===== src/rtl/fpu_pkg.sv =====
// Shared constants, types and the final packing function for the FMUL result packer.
package fpu_pkg;

  localparam logic [7:0]  EXP_MAX  = 8'd255;
  localparam logic [7:0]  EXP_BIAS = 8'd127;
  localparam logic [31:0] QNAN     = 32'h7FC0_0000;

  // Bit positions inside the 3-bit {invalid, overflow, underflow} flag vector.
  localparam logic [1:0] FLAG_INVALID   = 2'd2;
  localparam logic [1:0] FLAG_OVERFLOW  = 2'd1;
  localparam logic [1:0] FLAG_UNDERFLOW = 2'd0;

  typedef enum logic [2:0] {
    ClsNormal,
    ClsZero,
    ClsUnder,
    ClsOvf,
    ClsErr
  } cls_e;

  typedef struct packed {
    logic        sign;
    cls_e        cls;
    logic [7:0]  exp;
    logic [23:0] frac;
  } norm_t;

  typedef struct packed {
    logic [31:0] word;
    logic [2:0]  flags;
  } pack_t;

  function automatic pack_t pack_result(norm_t n);
    pack_t r;
    r.word  = '0;
    r.flags = '0;
    case (n.cls)
      ClsErr: begin
        r.word                = QNAN;
        r.flags[FLAG_INVALID] = 1'b1;
      end
      ClsOvf: begin
        r.word                 = {n.sign, EXP_MAX, 23'h0};
        r.flags[FLAG_OVERFLOW] = 1'b1;
      end
      ClsZero: begin
        r.word = {n.sign, 31'h0};
      end
      ClsUnder: begin
        r.word                  = {n.sign, 31'h0};
        r.flags[FLAG_UNDERFLOW] = 1'b1;
      end
      default: begin
        // No rounding: the hidden bit is dropped and the rest truncated.
        r.word = {n.sign, n.exp, n.frac[22:0]};
      end
    endcase
    return r;
  endfunction

endpackage


===== src/rtl/fmul_pack_if.sv =====
// Upstream/downstream handshake and data bundle of the FMUL result packer.
interface fmul_pack_if;

  logic        in_valid;
  logic        in_ready;
  logic        in_sign;
  logic [7:0]  in_exp;
  logic [23:0] in_frac;
  logic        in_error;
  logic        in_overflow;

  logic        out_valid;
  logic        out_ready;
  logic [31:0] out_word;
  logic [2:0]  out_flags;

  modport master (
    output in_valid, in_sign, in_exp, in_frac, in_error, in_overflow, out_ready,
    input  in_ready, out_valid, out_word, out_flags
  );

  modport slave (
    input  in_valid, in_sign, in_exp, in_frac, in_error, in_overflow, out_ready,
    output in_ready, out_valid, out_word, out_flags
  );

endinterface


===== src/rtl/lzc24.sv =====
// Combinational leading-zero counter for a 24-bit mantissa; all-zero input yields 24.
module lzc24 (
  input  logic [23:0] data_i,
  output logic [4:0]  cnt_o
);

  // Ascending scan: the highest set bit is the last one to write the count.
  always_comb begin
    cnt_o = 5'd24;
    for (int i = 0; i < 24; i++) begin
      if (data_i[i]) begin
        cnt_o = 5'(23 - i);
      end
    end
  end

endmodule


===== src/rtl/fmul_pack.sv =====
// Two-stage normalize/pack pipeline turning raw FMUL products into IEEE-754 single words.
module fmul_pack
  import fpu_pkg::*;
(
  input logic        clk,
  input logic        nRESET,
  fmul_pack_if.slave bus
);

  logic  vn_q, vn_d;
  logic  vp_q, vp_d;
  logic  n_adv, p_adv;
  norm_t norm_q, norm_d;
  pack_t pack_q, pack_d;

  logic [4:0]  lz;
  logic [7:0]  lz_ext;
  logic [7:0]  exp_sh;
  logic [23:0] frac_sh;
  logic        frac_zero;
  logic        shiftable;

  lzc24 u_lzc (
    .data_i (bus.in_frac),
    .cnt_o  (lz)
  );

  // Handshake: each stage moves when it is empty or its successor moves.
  always_comb begin
    p_adv = !vp_q || bus.out_ready;
    n_adv = !vn_q || p_adv;
    vn_d  = n_adv ? bus.in_valid : vn_q;
    vp_d  = p_adv ? vn_q : vp_q;
  end

  // Stage N: normalize and classify.
  always_comb begin
    lz_ext    = {3'b000, lz};
    exp_sh    = bus.in_exp - lz_ext;
    frac_sh   = bus.in_frac << lz;
    frac_zero = (bus.in_frac == 24'h0);
    shiftable = !frac_zero && (bus.in_exp > lz_ext);

    norm_d.sign = bus.in_sign;
    norm_d.exp  = exp_sh;
    norm_d.frac = frac_sh;
    if (bus.in_error) begin
      norm_d.cls = ClsErr;
    end else if (bus.in_overflow || (shiftable && (exp_sh == EXP_MAX))) begin
      norm_d.cls = ClsOvf;
    end else if (frac_zero) begin
      norm_d.cls = ClsZero;
    end else if (!shiftable) begin
      norm_d.cls = ClsUnder;
    end else begin
      norm_d.cls = ClsNormal;
    end
  end

  // Stage P: assemble the output word from the registered classification.
  always_comb begin
    pack_d = pack_result(norm_q);
  end

  always_ff @(posedge clk or negedge nRESET) begin
    if (!nRESET) begin
      vn_q   <= 1'b0;
      vp_q   <= 1'b0;
      norm_q <= '0;
      pack_q <= '0;
    end else begin
      vn_q <= vn_d;
      vp_q <= vp_d;
      if (n_adv) begin
        norm_q <= norm_d;
      end
      if (p_adv) begin
        pack_q <= pack_d;
      end
    end
  end

  assign bus.in_ready  = n_adv;
  assign bus.out_valid = vp_q;
  assign bus.out_word  = pack_q.word;
  assign bus.out_flags = pack_q.flags;

endmodule


===== src/flat_wrapper.sv =====
// flat-port wrapper written by rule: the top's interface ports become plain ports
module fmul_pack_flat import fpu_pkg::*;
  (clk, nRESET, bus_in_valid, bus_in_sign, bus_in_exp, bus_in_frac, bus_in_error, bus_in_overflow, bus_out_ready, bus_in_ready, bus_out_valid, bus_out_word, bus_out_flags);
  fmul_pack_if bus_i ();
  input logic clk;
  input logic nRESET;
  input wire logic [$bits(bus_i.in_valid)-1:0] bus_in_valid;
  input wire logic [$bits(bus_i.in_sign)-1:0] bus_in_sign;
  input wire logic [$bits(bus_i.in_exp)-1:0] bus_in_exp;
  input wire logic [$bits(bus_i.in_frac)-1:0] bus_in_frac;
  input wire logic [$bits(bus_i.in_error)-1:0] bus_in_error;
  input wire logic [$bits(bus_i.in_overflow)-1:0] bus_in_overflow;
  input wire logic [$bits(bus_i.out_ready)-1:0] bus_out_ready;
  output wire logic [$bits(bus_i.in_ready)-1:0] bus_in_ready;
  output wire logic [$bits(bus_i.out_valid)-1:0] bus_out_valid;
  output wire logic [$bits(bus_i.out_word)-1:0] bus_out_word;
  output wire logic [$bits(bus_i.out_flags)-1:0] bus_out_flags;
  assign bus_i.in_valid = bus_in_valid;
  assign bus_i.in_sign = bus_in_sign;
  assign bus_i.in_exp = bus_in_exp;
  assign bus_i.in_frac = bus_in_frac;
  assign bus_i.in_error = bus_in_error;
  assign bus_i.in_overflow = bus_in_overflow;
  assign bus_i.out_ready = bus_out_ready;
  assign bus_in_ready = bus_i.in_ready;
  assign bus_out_valid = bus_i.out_valid;
  assign bus_out_word = bus_i.out_word;
  assign bus_out_flags = bus_i.out_flags;
  fmul_pack u_core (.clk(clk), .nRESET(nRESET), .bus(bus_i));
endmodule

===== config.mk =====
export PLATFORM = sky130hd
export DESIGN_NAME = fmul_pack_flat
export DESIGN_NICKNAME = d
export VERILOG_FILES = /design/src/rtl/fpu_pkg.sv /design/src/rtl/fmul_pack_if.sv /design/src/rtl/lzc24.sv /design/src/rtl/fmul_pack.sv /design/src/flat_wrapper.sv
export SDC_FILE = /design/constraint.sdc
export NUM_CORES = 1
export LEC_CHECK = 0
export BUFFER_PORTS_ARGS = -buffer_cell sky130_fd_sc_hd__clkbuf_2
export CORE_MARGIN = 8
export CORE_UTILIZATION = 35
export CTS_BUF_LIST = sky130_fd_sc_hd__clkbuf_4 sky130_fd_sc_hd__clkbuf_8
export DETAILED_ROUTE_END_ITERATION = 10
export GPL_TIMING_DRIVEN = 0
export HOLD_SLACK_MARGIN = 0.15
export MAX_ROUTING_LAYER = met4
export PLACE_DENSITY = 0.58
export REMOVE_ABC_BUFFERS = 1
export SYNTH_ARGS = -nofsm -noshare
export SYNTH_HDL_FRONTEND = slang
export SYNTH_HIERARCHICAL = 1
export SYNTH_SLANG_ARGS = --single-unit

===== constraint.sdc =====
create_clock -name clk -period 5.2 [get_ports clk]
set_clock_uncertainty 0.15 [all_clocks]
set_input_delay 0.52 -clock clk [delete_from_list [all_inputs] [get_ports clk]]
set_output_delay 0.52 -clock clk [all_outputs]
set_load 0.02 [all_outputs]

; ---- Word-level counts from Yosys, hierarchy flattened
; Cells that the tools add are included.
[classes]
n_addsub = 1
n_lt_le_gt_ge = 1
n_eq_ne = 5
n_shift = 1
mux = 32
reduce_logical = 10
[ops]
columns = op, count
row1 = $mux 5, 23
row2 = $pmux 32 s3, 1
row3 = $logic_not 24->1, 1
row4 = $shl 24x5->23, 1
row5 = $mux 3, 3
row6 = $eq 8x8->1 const B, 1
row7 = $gt 8x5->1, 1
row8 = $sub 8x5->8, 1
row9 = $eq 3x2->1 const B, 2
row10 = $mux 4, 1
row11 = $eq 3x1->1 const B, 1
row12 = $eq 3x3->1 const B, 1
row13 = $logic_not 1->1, 3
row14 = $logic_or 1x1->1, 3
row15 = $mux 1, 3
row16 = $logic_and 1x1->1, 2
row17 = $mux 2, 1
row18 = $reduce_or 2->1, 1
[word_totals]
ff_bits = 72
input_bits = 39
elab_cells = 58

; ---- Depth between registers and ports, before layout
; Gate-level depths: netlist of the first run.
[depth]
ltp_word = 30
depth_mapped = 14
depth_no_buf = 13

; ---- Hierarchy
; Netlist of the first run, hierarchy kept.
[modules_own_cells]
columns = module, n_inst, cells_each, area_each_um2, seq_area_each_um2
row1 = fmul_pack, 1, 395, 4092.7, 1801.7
row2 = lzc24, 1, 48, 265.3, 0.0

; ---- Worst setup path after synthesis of the first run
; Ideal clock, no wire load.
[synth_path]
kind = input to register
start = input port bus_in_frac[7]
end = register u_core/norm_q[32] (netlist name)
setup_ps = 82
t_arrival_ps = 3652
t_required_ps = 4968
setup_slack_ps = 1316
path_stages = 14
cell_sequence = or4_1 o21ai_1 nand3_1 a21boi_1 inv_1 buf_1 clkbuf_1 ha_1 a211oi_1 o21ai_0 nor3b_1 a21oi_1 a211o_1 a31oi_1
[synth_via]
elab_chain_len = 23
word_cells_on_any_way = 28
cone_classes = add/sub (1) / order compare (1) / eq/ne (1) / mux (20) / reduce/logical (5)
[synth_rtl]
columns = element, line_no
row1 = "start, declared", flat_wrapper.sv:10  ; input wire logic [$bits(bus_i.in_frac)-1:0] bus_in_frac;
row2 = $mux 5 (*) (17 in series), lzc24.sv:11  ; if (data_i[i]) begin
row3 = named net u_core.lz[2], fmul_pack.sv:16  ; logic [4:0] lz;
row4 = $sub 8x5->8 / $gt 8x5->1 (equally long branches), "fmul_pack.sv:39, fmul_pack.sv:42"
row5 = $eq 8x8->1 / $logic_and 1x1->1 (equally long branches), "fmul_pack.sv:49, fmul_pack.sv:42"
row6 = $logic_and 1x1->1 (*), fmul_pack.sv:49  ; end else if (bus.in_overflow || (shiftable && (exp_sh == EXP_MAX))) begin
row7 = $logic_or 1x1->1 (*), fmul_pack.sv:49
row8 = $mux 3 (*), fmul_pack.sv:49
row9 = $mux 3 (*), fmul_pack.sv:47  ; if (bus.in_error) begin
row10 = "end signal, assigned", fmul_pack.sv:75  ; norm_q <= norm_d;
row11 = "end, declared", fmul_pack.sv:13  ; norm_t norm_q, norm_d;
; The timed path passes the listed nets; every way through them passes the cells marked *.
; A chain may end at the register's enable or synchronous reset.

; ---- Worst setup path in the final report of the first run
; Same ends and word-level chain as after synthesis.

==> results of run 1 <==
-- layout by cell type (no fill, tap or decap), drive strengths merged, types with 12 or more instances in the layout --
cell type	Yosys	routed
mux2i	18	18
clkbuf	20	87
dfrtp	72	72
a22o	30	30
mux4	16	16
a21oi	12	12
o21ai	29	29
nor2	37	37
nand2	65	65
nand3	14	14
-- metal layers --
layer  part of all wire [%]  vias to the layer above  wire length [um]
met4                   0.93                        0               104
met3                    3.4                        6               380
met2                     46                       96              5090
met1                     50                     1805              5560
met5                      0                        -                 0
li1                       -                     1783                 -
-- through the flow --
| step | util [%] | cell area, um2 |
|---|---|---|
| after global placement | 39.8 | 4800 |
| after detailed placement | 40.5 | 4890 |
| final | 42.0 | 5070 |
| after global routing | 42.0 | 5070 |
| after CTS | 42.0 | 5060 |
| after floorplan | - | 4220 |
-- layout make-up --
type                            instances  area, um2
Sequential cell                        72       1800
Tap cell                              168        210
Clock inverter                          1       5.00
Multi-Input combinational cell        334       2400
Fill cell                            1217       6990
Inverter                                9       33.8
Timing Repair Buffer                   81        460
Clock buffer                           12        159
-- registers in the layout, indices dropped and copies added (netlist names) --
signal / count
u_core/bus.out_flags: 3
u_core/bus.out_valid: 1
u_core/bus.out_word: 32
u_core/norm_q: 35
u_core/vn_q: 1
-- how the worst min path moves through the flow --
stage / from / endpoint / slack (ns) / cells past startpoint
floorplan: nRESET / u_core/bus.out_flags[0]$_DFFE_PN0P_ / 0.07 / 0
global placement: u_core/vn_q$_DFFE_PN0P_ / u_core/bus.out_valid$_DFFE_PN0P_ / 0.29 / 1
detailed placement: nRESET / u_core/norm_q[30]$_DFFE_PN0P_ / 0.24 / 1
CTS: bus_in_valid / u_core/vn_q$_DFFE_PN0P_ / 0.21 / 2
global route: bus_in_valid / u_core/vn_q$_DFFE_PN0P_ / 0.22 / 2
finish: bus_in_valid / u_core/vn_q$_DFFE_PN0P_ / 0.22 / 2
-- where the power goes --
part | total, uW | leakage, uW | switching, uW | internal [uW]
sequential | 724 | 0.000882 | 63.1 | 661
combinational | 471 | 0.00130 | 278 | 193
clock | 383 | 0.0000876 | 187 | 196
total | 1580 | 0.00227 | 528 | 1050
-- kinds of logic after synthesis --
kind of cell	count (synthesis)	share of synthesized area [%]
xor+xnor	6	1.21
buf+inv	37	3.99
simple gates	163	17.2
fa+ha+maj	14	3.79
compound gates	114	18.5
mux	37	14.0
flops	72	41.3
-- repair_timing --
action                                  in CTS  in global routing
hold buffers                                 1                  0
endpoints found under the setup margin       0                  2
resized for setup                            0                  1
buffers inserted                             0                  0
endpoints found under the hold margin        9                  0
==> impl_metrics.tcl, run 1 <==
set metrics [dict create \
    holdWs_ns 0.223 \
    cts_tree "yes" \
    setup_viol 0 \
    drive_gt1_share_pct 22.0 \
    synth_top_area_share_pct 41.3 \
    yosys_most_used_dff "dfrtp_1" \
    cts_root_buffer "clkbuf_8" \
    syn-cell-area_um2 4360 \
    grt_max_degree 64 \
    drv_cap 0 \
    ir_worst_vdd_v 0.000140 \
    period_needed_ns 4.43 \
    syn_to_final_growth_pct 16.3 \
    critPathSlowestCell "a21boi_2" \
    viasPerCell 5.45 \
    drt-initial-drc-count 223 \
    routabilityCongestion 0.885 \
    rr_startpoint "u_core/bus.out_valid$_DFFE_PN0P_" \
    tightestPinTransition_ns 1.26 \
    crit_arrival_ns 4.54 \
    total_power_uw 1580 \
    cts.sinks 72 \
    ff2ff_path_depth 5 \
    use_met3_pct 2.50 \
    initial_core_util_pct 36.1 \
    critPathLaunchType "primary input" \
    grt-ovfl-total 0 \
    yosysSeqAreaShare_pct 41.3 \
    async_flop_share_pct 100 \
    drc 0 \
    grt.total_usage_pct 14.1 \
    yosysUniqueCellTypes 58 \
    hpwl_um 8280 \
    syn-mean-instance-area_um2 9.84 \
    drtPass1Iterations 4 \
    wirelength_um 11100 \
    clock_path_buffers 2 \
    use_met2_pct 20.2 \
    stdcell_count 677 \
    yosysWarnings 6 \
    use_met1_pct 19.6 \
    numCtsBuffers 9 \
    slew_headroom_pct 16.0 \
    synth-edff-count 0 \
    htreeDepth 3 \
    wire_per_inst_um 16.5 \
    dp_cells 663 \
    leakagePower_uw 0.00227 \
    crit_end "u_core/norm_q[32]$_DFFE_PN0P_" \
    power_density_nw_per_um2 311 \
    status "completed" \
    cp_cell_sequence "clkbuf_2 > or4_1 > o21ai_1 > nand3_1 > a21boi_2 > inv_1 > ha_1 > a211oi_1 > o21ai_0 > nor3b_1 > a21oi_1 > a211o_1 > a31oi_1" \
    die_w_um 128 \
    cpPeakStageDelay_ns 0.62 \
    rsz0062_at_grt "no" \
    dp_slack_ns -0.0521 \
    fin_crit_sh_pct 85.2 \
    final.setup.worst_slack_ns 0.772 \
    endpoint_kind "flop" \
    antenna_found_initial 0 \
    yosysMostFrequentCell "dfrtp_1" \
    regToRegEndpoint "u_core/norm_q[1]$_DFFE_PN0P_" \
    clock_latency_ns 0.34 \
    cp_max_fo 24 \
    grt_pass1_vias 3451 \
    grt_pass1_wl_um 17900 \
    synth_seq_cells 72 \
    path_depth 13 \
    synth_common_cells "dfrtp_1 (72), nand2_1 (65), nor2_1 (36)" \
    die_y_um 128 \
    slew_violations 0 \
    core_um2 12100 \
    antenna_cells 0 \
    cpLargestDelayFamily "compound AO/OA/AOI/OAI gates" \
    rows 40 \
    regToRegSetupSlack_ns 2.21 \
    ioPinCount 76 \
    die-area_um2 16300 \
    synth_area_leaders "dfrtp_1 (41%), a22o_1 (6.0%), nand2_1 (5.6%)" \
    cp.required_ns 5.32 \
    startpoint "bus_in_frac[7]" \
    hold_class "in2reg" \
    synth.largest_area_cell "dfrtp_1" \
    nets 553 \
    portBuffers 75 \
    setup_tns_ns 0 \
    path_buf_inv 2 \
    fmax_mhz 226 \
    grt.busiest_layer "met2" \
    hold_viol 0 \
    num_vias 3690 \
    cts.clk_slew.worst_paths_ns 0.07 \
    antenna_left 0 \
    critPathKind "in2reg" \
    netlist_instances 443 \
]
Note: power is estimated with default switching activity, not from simulation.
==> inputs of run 2 (changes only) <==
--- a/config.mk
+++ b/config.mk
@@ -6,7 +6,7 @@
 export NUM_CORES = 1
 export LEC_CHECK = 0
 export BUFFER_PORTS_ARGS = -buffer_cell sky130_fd_sc_hd__clkbuf_2
-export CORE_MARGIN = 8
+export CORE_MARGIN = 5
 export CORE_UTILIZATION = 35
 export CTS_BUF_LIST = sky130_fd_sc_hd__clkbuf_4 sky130_fd_sc_hd__clkbuf_8
 export DETAILED_ROUTE_END_ITERATION = 10
==> impl_metrics.tcl, run 2 (synthesis results as in run 1) <==
set metrics [dict create \
    startpoint "bus_in_frac[7]" \
    drt-initial-drc-count 252 \
    dp_slack_ns 0.0238 \
    critPathKind "in2reg" \
    nFillCells 1236 \
    final.setup.worst_slack_ns 0.826 \
    tightestPinTransition_ns 1.26 \
    status "completed" \
    routabilityCongestion 0.860 \
    nets 553 \
    setup_viol 0 \
    cts_tree "yes" \
    fmax_mhz 229 \
    use_met1_pct 22.1 \
    htreeDepth 3 \
    largest_register_ffs 35 \
    slew_violations 0 \
    drive_gt1_share_pct 22.5 \
    drc 0 \
    cts.clk_slew.worst_paths_ns 0.07 \
    crit_arrival_ns 4.50 \
    critPathLaunchType "primary input" \
    cts_root_buffer "clkbuf_8" \
    core_um2 12100 \
    hold_class "in2reg" \
    seq_area_um2 1800 \
    total_power_uw 1670 \
    clock_latency_ns 0.35 \
    ir_worst_vdd_v 0.000109 \
    rsz0062_at_grt "no" \
    cpLargestDelayFamily "compound AO/OA/AOI/OAI gates" \
    grt_pass1_wl_um 18100 \
    numCtsBuffers 9 \
    cts.sinks 72 \
    antenna_found_initial 0 \
    cpPeakStageDelay_ns 0.60 \
    hpwl_um 8110 \
    grt-ovfl-total 0 \
    ioPinCount 76 \
    cp_max_fo 24 \
    leakagePower_uw 0.00230 \
    cp_cell_sequence "clkbuf_2 > or4_1 > o21ai_1 > nand3_1 > a21boi_2 > inv_1 > ha_1 > a211oi_1 > o21ai_0 > nor3b_1 > a21oi_1 > a211o_1 > a31oi_1" \
    rr_startpoint "u_core/bus.out_valid$_DFFE_PN0P_" \
    cts_setup_buffers 0 \
    fin_util_pct 42.3 \
    grt_max_degree 64 \
    slew_headroom_pct 15.9 \
    final_area_um2 5120 \
    viasPerCell 5.39 \
    antenna_left 0 \
    critPathSlowestCell "a21boi_2" \
    die_w_um 122 \
    die_y_um 122 \
    grt.busiest_layer "met2" \
    final_cell_mix "clkbuf_2 (74), dfrtp_1 (72), nand2_1 (65)" \
    regMostFlops "u_core/norm_q" \
    use_met3_pct 3.11 \
    num_vias 3665 \
    rows 40 \
    power_density_nw_per_um2 325 \
    drtPass1Iterations 5 \
    cp.required_ns 5.32 \
    drv_cap 0 \
    portBuffers 75 \
    placed_cell_area_um2 4890 \
    endpoint_kind "flop" \
    fin_crit_sh_pct 84.1 \
    grt_pass1_vias 3597 \
    initial_core_util_pct 36.0 \
    layout_commonest_cell "clkbuf_2" \
    wire_per_inst_um 16.1 \
    die-area_um2 14800 \
    path_buf_inv 2 \
    worstHoldStart "bus_in_valid" \
    syn_to_final_growth_pct 17.6 \
    antenna_cells 0 \
    use_met2_pct 22.6 \
    clock_path_buffers 2 \
    grt.total_usage_pct 15.5 \
    multiInputGateArea_um2 2400 \
    hold_viol 0 \
    period_needed_ns 4.37 \
    wirelength_um 10900 \
]
-- run 2: through the flow --
step	hold WS [ns]	std cells	setup TNS [ns]
3_5_place_dp	0.243	663	0
6_report	0.204	680	0
5_1_grt	0.214	680	0
2_1_floorplan	0.0744	415	0
4_1_cts	0.191	680	0
3_3_place_gp	0.284	658	-0.297
-- run 2: where the power goes --
group | internal (uW) | leakage (uW) | switching, uW
clock network | 279 | 0.000116 | 197
logic | 193 | 0.00130 | 277
registers | 660 | 0.000882 | 61.5
total | 1130 | 0.00230 | 535
-- run 2: cell type report --
class	instances	area share, %
inverter	9	0.659
multi-input combinational	334	46.8
tap	168	4.10
timing repair buffer	81	8.98
sequential	72	35.2
clock inverter	2	0.684
clock buffer	14	3.64
-- run 2: worst reg2reg max path, stage by stage (launching register included) --
cell and delay [ns]:
dfrtp_1 0.36, nor2b_2 0.33, and2_1 1.02, inv_2 0.50, and3_1 0.33, a22o_1 0.19
-- run 2: final timing paths --
kind / to / slack (ns) / cells after the start
max: u_core/norm_q[32]$_DFFE_PN0P_ / 0.83 / 13
min: u_core/vn_q$_DFFE_PN0P_ / 0.20 / 2
max reg2reg: u_core/norm_q[1]$_DFFE_PN0P_ / 2.21 / 5
min reg2reg: u_core/bus.out_valid$_DFFE_PN0P_ / 0.31 / 1
max in group asynchronous: u_core/bus.out_word[18]$_DFFE_PN0P_ / 3.93 / 3
min in group asynchronous: u_core/norm_q[31]$_DFFE_PN0P_ / 0.42 / 2
-- run 2: layer usage --
layer / wire length (um) / vias to the layer above
li1: - / 1783
met1: 5290 / 1756
met2: 4830 / 112
met3: 630 / 14
met4: 162 / 0
met5: 0 / -
-- run 2: repair_timing --
action	in CTS	in global routing
hold buffers	1	0
endpoints found under the hold margin	9	0
endpoints found under the setup margin	0	1
gates resized for setup	0	1
==> inputs of run 3 (changes only) <==
==> constraint.sdc (replaced) <==
create_clock -name clk -period 4.07 [get_ports clk]
set_clock_uncertainty 0.15 [all_clocks]
set_input_delay 0.407 -clock clk [delete_from_list [all_inputs] [get_ports clk]]
set_output_delay 0.407 -clock clk [all_outputs]
set_load 0.02 [all_outputs]
==> impl_metrics.tcl, run 3 (synthesis results as in run 1) <==
set metrics [dict create \
    antenna_found_initial 0 \
    final_area_um2 5200 \
    ioPinCount 76 \
    fin_util_pct 42.9 \
    cp_cell_sequence "clkbuf_2 > or4_1 > o21ai_1 > nand3_1 > a21boi_4 > clkinvlp_4 > ha_1 > a211oi_1 > o21ai_0 > nor3b_1 > a21oi_1 > a211o_1 > a31oi_1" \
    grt.total_usage_pct 15.7 \
    rows 40 \
    die-area_um2 14800 \
    antenna_cells 0 \
    rsz0062_at_grt "no" \
    period_needed_ns 3.67 \
    final_cell_mix "clkbuf_2 (74), dfrtp_1 (72), nand2_1 (65)" \
    holdWs_ns 0.223 \
    clock_path_buffers 2 \
    power_density_nw_per_um2 411 \
    crit_arrival_ns 3.80 \
    drtPass1Iterations 4 \
    cts.clk_slew.worst_paths_ns 0.07 \
    die_w_um 122 \
    initial_core_util_pct 36.0 \
    drive_gt1_share_pct 23.4 \
    grt-ovfl-total 0 \
    cpPeakStageDelay_ns 0.52 \
    nets 559 \
    hold_class "in2reg" \
    hold_viol 0 \
    cts_root_buffer "clkbuf_8" \
    core_um2 12100 \
    tightestPinTransition_ns 1.27 \
    num_vias 3682 \
    grt_max_degree 64 \
    wirelength_um 11000 \
    routabilityCongestion 0.860 \
    cts.sinks 72 \
    status "completed" \
    slew_headroom_pct 15.6 \
    regMostFlops "u_core/norm_q" \
    cp.required_ns 4.19 \
    critPathSlowestCell "or4_1" \
    setup_viol 0 \
    placed_cell_area_um2 4890 \
    slew_violations 0 \
    layout_commonest_cell "clkbuf_2" \
    fin_crit_sh_pct 90.3 \
    cp_max_fo 16 \
    drv_cap 0 \
    syn_to_final_growth_pct 19.2 \
    grt_pass1_wl_um 18400 \
    critPathLaunchType "primary input" \
    wire_per_inst_um 16.0 \
    endpoint_kind "flop" \
    die_y_um 122 \
    portBuffers 75 \
    numCtsBuffers 9 \
    critPathKind "in2reg" \
    hpwl_um 8110 \
    htreeDepth 3 \
    antenna_left 0 \
    drt-initial-drc-count 254 \
    largest_register_ffs 35 \
    drc 0 \
    ir_worst_vdd_v 0.000139 \
    grt_pass1_vias 3645 \
    cts_tree "yes" \
    viasPerCell 5.37 \
    nFillCells 1227 \
    leakagePower_uw 0.00232 \
    clock_latency_ns 0.34 \
    fmax_mhz 272 \
]
## run 3: final cells by class
cell class / count / area [um2] / share of cell area (%)
Multi-Input combinational cell: 334 / 2410 / 46.5
Tap cell: 168 / 210 / 4.05
Clock inverter: 2 / 35.0 / 0.674
Sequential cell: 72 / 1800 / 34.7
Clock buffer: 14 / 186 / 3.59
Timing Repair Buffer: 86 / 505 / 9.73
Timing Repair inverter: 1 / 5.00 / 0.0963
Inverter: 9 / 37.5 / 0.722
## run 3: final timing paths
kind / startpoint / end / slack [ns] / depth (start not counted)
worst min register to register: u_core/bus.out_word[31]$_DFFE_PN0P_ / u_core/bus.out_word[31]$_DFFE_PN0P_ / 0.32 / 2
worst min-delay path: bus_out_ready / u_core/bus.out_word[31]$_DFFE_PN0P_ / 0.22 / 4
worst max-delay path: bus_in_frac[7] / u_core/norm_q[32]$_DFFE_PN0P_ / 0.40 / 13
min in group asynchronous: nRESET / u_core/norm_q[31]$_DFFE_PN0P_ / 0.31 / 2
worst max register to register: u_core/bus.out_valid$_DFFE_PN0P_ / u_core/norm_q[1]$_DFFE_PN0P_ / 1.08 / 5
max in group asynchronous: nRESET / u_core/norm_q[2]$_DFFE_PN0P_ / 2.93 / 3
## run 3: timing repair
action | 4_1_cts | 5_1_grt
cloned | 1 | 0
pin swaps | 1 | 0
hold buffers | 4 | 0
endpoints found under the setup margin | 6 | 2
endpoints found under the hold margin | 75 | 0
buffers inserted | 1 | 1
resized for setup | 4 | 2
## run 3: metrics by stage
| step | total power [uW] | setup slack, ns | TNS (ns) | instances |
|---|---|---|---|---|
| after floorplan | 1310 | -0.418 | -0.915 | 415 |
| after global placement | 1520 | -1.18 | -16.36 | 658 |
| after detailed placement | 1550 | -0.993 | -5.47 | 663 |
| after CTS | 2160 | 0.153 | 0 | 685 |
| after global routing | 2260 | 0.0561 | 0 | 686 |
| final | 2130 | 0.396 | 0 | 686 |
## run 3: layer usage
layer | share of wire, % | GRT usage (%)
met5 | 0 | -
met4 | 1.5 | 4.55
met3 | 4.9 | 3.11
met2 | 44 | 22.9
met1 | 49 | 22.3
## run 3: critical path: cells and delay by family
kind | cells | cell delay [ns]
and+or+nand+nor | 3 | 0.91
adders and majority gates | 1 | 0.37
buffers and inverters | 2 | 0.36
AOI/OAI and AO/OA | 7 | 1.75
## run 3: power by group
part / switching, uW / internal, uW
logic: 355 / 250
clock network: 250 / 356
registers: 79.3 / 844
total: 684 / 1450
